### src/rtl/fetch_pkg.sv
// fetch_pkg: shared types and constants for the instruction-fetch front end.
// Rev 1.0
`default_nettype none

package fetch_pkg;

  typedef struct packed {
    logic [31:0] pc;
    logic [31:0] inst;
  } fetch_entry_t;

  localparam logic [31:0] INST_NOP = 32'h0000_0013;
  localparam logic [31:0] PC_STEP  = 32'd4;

endpackage

`default_nettype wire

### src/rtl/fetch_queue.sv
// fetch_queue: DEPTH-entry FIFO of {pc, inst} pairs with push/pop/flush and count.
// Rev 1.0
`default_nettype none

module fetch_queue
  import fetch_pkg::*;
#(
  parameter int DEPTH = 4
) (
  input  logic                     clk,
  input  logic                     rst,
  input  logic                     flush_i,
  input  logic                     push_i,
  input  fetch_entry_t             data_i,
  input  logic                     pop_i,
  output fetch_entry_t             head_o,
  output logic                     empty_o,
  output logic [$clog2(DEPTH):0]   count_o
);

  localparam int PW = $clog2(DEPTH);
  localparam int CW = PW + 1;

  fetch_entry_t            mem_q [DEPTH];
  logic [PW-1:0]           rd_ptr_q, rd_ptr_d;
  logic [PW-1:0]           wr_ptr_q, wr_ptr_d;
  logic [CW-1:0]           count_q, count_d;
  logic                    w_pop;

  assign w_pop   = pop_i && (count_q != '0);
  assign empty_o = (count_q == '0);
  assign count_o = count_q;
  assign head_o  = mem_q[rd_ptr_q];

  always_comb begin
    rd_ptr_d = rd_ptr_q;
    wr_ptr_d = wr_ptr_q;
    count_d  = count_q;
    if (flush_i) begin
      rd_ptr_d = '0;
      wr_ptr_d = '0;
      count_d  = '0;
    end else begin
      if (push_i) wr_ptr_d = wr_ptr_q + PW'(1);
      if (w_pop)  rd_ptr_d = rd_ptr_q + PW'(1);
      unique case ({push_i, w_pop})
        2'b10:   count_d = count_q + CW'(1);
        2'b01:   count_d = count_q - CW'(1);
        default: count_d = count_q;
      endcase
    end
  end

  always_ff @(posedge clk or negedge rst) begin
    if (!rst) begin
      rd_ptr_q <= '0;
      wr_ptr_q <= '0;
      count_q  <= '0;
    end else begin
      rd_ptr_q <= rd_ptr_d;
      wr_ptr_q <= wr_ptr_d;
      count_q  <= count_d;
    end
  end

  // Storage is cleared on reset so out_pc/out_inst read as zero.
  always_ff @(posedge clk or negedge rst) begin
    if (!rst) begin
      for (int i = 0; i < DEPTH; i++) mem_q[i] <= '0;
    end else if (!flush_i && push_i) begin
      mem_q[wr_ptr_q] <= data_i;
    end
  end

endmodule

`default_nettype wire

### src/rtl/fetch_queue_unit.sv
// fetch_queue_unit: RV32I fetch PC, 1-cycle SRAM issue, fetch queue and redirect flush.
// Optional same-cycle response bypass when FETCH_BYPASS_EN is defined. Rev 1.0
`default_nettype none

module fetch_queue_unit
  import fetch_pkg::*;
#(
  parameter int          DEPTH    = 4,
  parameter logic [31:0] RESET_PC = 32'h0000_0000,
  parameter int          ADDR_W   = 16
) (
  input  logic                    clk,
  input  logic                    rst,
  input  logic                    redirect,
  input  logic [31:0]             redirect_pc,
  output logic                    im_req,
  output logic [ADDR_W-1:0]       im_addr,
  input  logic [31:0]             im_rdata,
  output logic                    out_valid,
  input  logic                    out_ready,
  output logic [31:0]             out_pc,
  output logic [31:0]             out_inst,
  output logic [$clog2(DEPTH):0]  occupancy
);

  localparam int CW = $clog2(DEPTH) + 1;

  logic [31:0]   fetch_pc_q, fetch_pc_d;
  logic          inflight_q, inflight_d;
  logic [31:0]   inflight_pc_q, inflight_pc_d;
  logic          kill_q, kill_d;

  fetch_entry_t  w_head;
  fetch_entry_t  w_resp_entry;
  logic          w_empty;
  logic [CW-1:0] w_count;
  logic [CW-1:0] w_used;
  logic          w_resp;
  logic          w_push;
  logic          w_pop;

  // Slots are reserved for reads in flight, so the queue can never overflow.
  assign w_used  = w_count + CW'(inflight_q);
  assign im_req  = rst && !redirect && (w_used < CW'(DEPTH));
  assign im_addr = fetch_pc_q[ADDR_W-1:0];

  assign w_resp       = inflight_q && !kill_q && !redirect;
  assign w_resp_entry = '{pc: inflight_pc_q, inst: im_rdata};
  assign occupancy    = w_count;

`ifdef FETCH_BYPASS_EN
  logic w_byp;
  assign w_byp     = w_resp && w_empty;
  assign out_valid = !w_empty || w_resp;
  assign out_pc    = w_byp ? inflight_pc_q : w_head.pc;
  assign out_inst  = w_byp ? im_rdata      : w_head.inst;
  assign w_push    = w_resp && !(w_byp && out_ready);
  assign w_pop     = !w_empty && out_ready;
`else
  assign out_valid = !w_empty;
  assign out_pc    = w_head.pc;
  assign out_inst  = w_head.inst;
  assign w_push    = w_resp;
  assign w_pop     = out_valid && out_ready;
`endif

  always_comb begin
    fetch_pc_d    = fetch_pc_q;
    inflight_d    = im_req;
    inflight_pc_d = inflight_pc_q;
    kill_d        = redirect;
    if (redirect) begin
      fetch_pc_d = redirect_pc & ~32'h0000_0003;
    end else if (im_req) begin
      fetch_pc_d    = fetch_pc_q + PC_STEP;
      inflight_pc_d = fetch_pc_q;
    end
  end

  always_ff @(posedge clk or negedge rst) begin
    if (!rst) begin
      fetch_pc_q    <= RESET_PC;
      inflight_q    <= 1'b0;
      inflight_pc_q <= '0;
      kill_q        <= 1'b0;
    end else begin
      fetch_pc_q    <= fetch_pc_d;
      inflight_q    <= inflight_d;
      inflight_pc_q <= inflight_pc_d;
      kill_q        <= kill_d;
    end
  end

  fetch_queue #(
    .DEPTH (DEPTH)
  ) u_queue (
    .clk     (clk),
    .rst     (rst),
    .flush_i (redirect),
    .push_i  (w_push),
    .data_i  (w_resp_entry),
    .pop_i   (w_pop),
    .head_o  (w_head),
    .empty_o (w_empty),
    .count_o (w_count)
  );

endmodule

`default_nettype wire

### config.mk
export PLATFORM = sky130hd
export DESIGN_NAME = fetch_queue_unit
export DESIGN_NICKNAME = d
export VERILOG_FILES = /design/src/rtl/fetch_pkg.sv /design/src/rtl/fetch_queue.sv /design/src/rtl/fetch_queue_unit.sv
export SDC_FILE = /design/constraint.sdc
export NUM_CORES = 1
export LEC_CHECK = 0
export BUFFER_PORTS_ARGS = -buffer_cell sky130_fd_sc_hd__buf_2
export CORE_ASPECT_RATIO = 1.4
export CORE_MARGIN = 2
export CORE_UTILIZATION = 35
export CTS_CLUSTER_DIAMETER = 80
export DETAILED_ROUTE_END_ITERATION = 7
export HOLD_SLACK_MARGIN = 0.08
export PLACE_DENSITY = 0.6
export SKIP_LAST_GASP = 1
export SYNTH_ARGS = -nofsm -noshare
export SYNTH_HDL_FRONTEND = slang
export SYNTH_SLANG_ARGS = --single-unit
### constraint.sdc
create_clock -name clk -period 2.6 [get_ports clk]
set_clock_uncertainty 0.1 [all_clocks]
set_input_delay 0.26 -clock clk [delete_from_list [all_inputs] [get_ports clk]]
set_output_delay 0.26 -clock clk [all_outputs]
set_load 0.03 [all_outputs]
==> flow_summary.yaml <==
clocking:
  cts.clk_slew.worst_paths_ns: 0.06
  htree_levels: 2
  cts-root-buf: "clkbuf_16"
  clock-sinks: 317
  clk_latency_ns: 0.51
  cts-resized-gates: 0
  clock_path_buffers: 3
  cts_tree: "done"
  numCtsBuffers: 35
die:
  die_area_um2: 42000
  core_um2: 40100
  ios: 153
  rows: 87
  dieHeight_um: 242
  initial_core_util_pct: 35.2
  die_w_um: 174
synthesis:
  synth_enable_flop_cells: 0
  netlist_instances: 1005
  synth.area.top_cells: "dfrtp_1, mux2_2, mux4_2, nand2_1, clkbuf_1"
  ys_seq_area_share_pct: 56.2
  async_flop_share_pct: 100
  ys_ff_latch: 317
  synth_area_leader_cell: "dfrtp_1"
  yosysWarnings: 0
  synth_top_area_share_pct: 56.2
  ys.flop_type: "dfrtp_1"
  ys_types: 41
  synth_area_um2: 14100
  avgSynthCellArea_um2: 14.0
critical_path:
  crit_arrival_ns: 2.11
  endpoint_kind: "output port"
  cp.required_ns: 2.24
  crit_path_top_delay_cell: "mux4_2"
  max_stage_delay_ns: 0.60
  r2r-start: "fetch_pc_q[5]"
  worstPathMaxFanout: 37
  rrSetupSlack_ns: 0.29
  worstRegToRegCells: 5
  crit_type: "reg -> out"
  critPathLaunchType: "flip-flop"
  r2r-end: "fetch_pc_q[31]"
  crit_chain: "buf_12 -> mux4_2 -> buf_2"
detailed_routing:
  vias: 8800
  drt_wl_total_um: 33200
  drcViolationCount: 0
  vias_per_cell: 4.96
  firstDrtPassIters: 4
  drtIter0Drc: 392
  final_antenna_net_count: 0
  wl_per_cell_um: 18.7
place:
  place_ws_ns: 0.310
  hpwl_um: 21100
  place.gp.congestion: 0.798
  port_buffers: 146
power_and_ir_drop:
  switching_share_pct: 33.6
  power_density_nw_per_um2: 984
  leakage_nw: 8.13
  p_comb_share_pct: 32.3
  p_clk_share_pct: 29.6
  p_int_mw: 11.4
  ir_drop_uv: 495
  seq_power_share_pct: 38.0
  p_switching_mw: 5.78
layout:
  final_cell_mix: "dfrtp_1, mux2_2, buf_2"
  final_common_cell: "dfrtp_1"
  drive_gt1_share_pct: 45.6
  nNetsFinal: 1291
  antenna_cells: 0
  synthToLayoutAreaGrowth_pct: 24.0
grt:
  grtUsageMet1_pct: 20.5
  use_met3_pct: 2.78
  grt_overflow_total: 0
  grt_usage_pct: 16.1
  top_usage_layer: "met2"
  grt_max_degree: 121
  antenna_found_initial: 0
  grt_pass1_vias: 9396
  met2_usage_pct: 28.5
  grt_pass1_wl_um: 53400
timing:
  setup_viol: 0
  fin_crit_ns: 2.47
  relSlewSlack_pct: 38.6
  min_period_over_period_pct: 95.0
  fin_tns_setup_ns: 0
  finalWorstSetupSlack_ns: 0.131
  slew_viol_final: 0
  hold_viol: 0
  rsz0062_at_grt: "no"
  timing.fmax_mhz: 405
  worst_slew_pin_slew_ns: 0.922
run:
  cap_viol_max_count: 0
status:
  outcome: "completed"
hold_path:
  holdCritPathClass: "in -> async"
==> worst max path at each step <==
| stage | depth (start not counted) | from | end | slack (ns) |
|---|---|---|---|---|
| 4_1_cts | 4 | u_queue.count_o[0] | im_req | 0.06 |
| 5_1_grt | 3 | u_queue.rd_ptr_q[0] | out_pc[11] | 0.05 |
| 3_3_place_gp | 5 | fetch_pc_q[5] | fetch_pc_q[31] | 0.33 |
| 6_report | 3 | u_queue.rd_ptr_q[0] | out_pc[20] | 0.13 |
| 2_1_floorplan | 7 | u_queue.count_o[2] | u_queue.count_o[2] | 0.17 |
| 3_5_place_dp | 5 | fetch_pc_q[5] | fetch_pc_q[31] | 0.31 |
==> layout make-up <==
type,instances,area [um2]
clock buffer,50,1060
clock inverter,11,139
fill,3734,22600
inverter,6,22.5
multi-input combinational,604,5830
sequential,317,7940
tap,534,668
timing repair buffer,253,1830
==> power groups by stage <==
stage / combinational, mW / sequential, mW / clock [mW]
finish: 5.57 / 6.55 / 5.10
global placement: 5.55 / 6.59 / 0
global route: 5.97 / 6.70 / 5.49
detailed placement: 5.61 / 6.64 / 0
floorplan: 4.03 / 6.44 / 0
CTS: 5.70 / 6.56 / 5.30
==> metrics by stage <==
step	utilization, %	cell area, um2	std cells	hold WS [ns]	total power, mW
floorplan	-	14100	1008	-0.136	10.5
global placement	39.0	15600	1646	-0.0341	12.1
detailed placement	39.0	15600	1646	-0.0328	12.3
CTS	43.6	17500	1773	0.361	17.6
global route	43.7	17500	1775	0.388	18.2
finish	43.7	17500	1775	0.359	17.2
==> state kept, by name (all words and copies together), names as in the netlist <==
signal / cells
u_queue.mem_q: 248
fetch_pc_q: 30
inflight_pc_q: 30
u_queue.count_o: 3
u_queue.rd_ptr_q: 2
u_queue.wr_ptr_q: 2
inflight_q: 1
kill_q: 1
==> timing repair <==
item / CTS / global route
hold buffers: 66 / 0
setup endpoints to repair: 0 / 1
buffers inserted: 0 / 2
endpoints found under the hold margin: 423 / 0
==> metal layers <==
layer	part of all wire (%)	wire (um)
met5	0	0
met4	1.8	585
met3	3.9	1290
met2	52	17300
met1	42	14000
==> cells by family after synthesis <==
logic type	count (synthesis)	share of synthesized area, %
adder cells (fa/ha/maj)	6	0.585
buffers and inverters	87	2.80
XOR/XNOR	28	1.74
AND/OR/NAND/NOR	210	6.89
other	1	0.0266
multiplexers	317	30.2
AO/OA/AOI/OAI	39	1.56
flip-flops	317	56.2
==> synthesized netlist by cell type, types with 2 or more instances <==
library cell,number
dfrtp_1,317
mux2_2,251
nand2_1,127
mux4_2,62
clkbuf_1,49
o21ai_0,25
xnor2_1,20
buf_4,18
nand3_1,14
buf_1,13
nor3_1,12
nor2_1,11
and3_1,9
xor2_1,8
and4_1,7
nand4_1,7
inv_1,6
nor4_1,6
a21oi_1,5
ha_1,5
mux2i_1,4
nor2b_1,3
or4_1,3
and2_1,2
nor3b_1,2
o211ai_1,2
o311ai_0,2
or3_1,2
==> critical path, delay by kind of cell (launching register included) <==
family	cells	cell delay, ns
mux	1	0.60
flops	1	0.43
buf+inv	2	0.48
No activity file was read; power rests on OpenSTA's default activity.
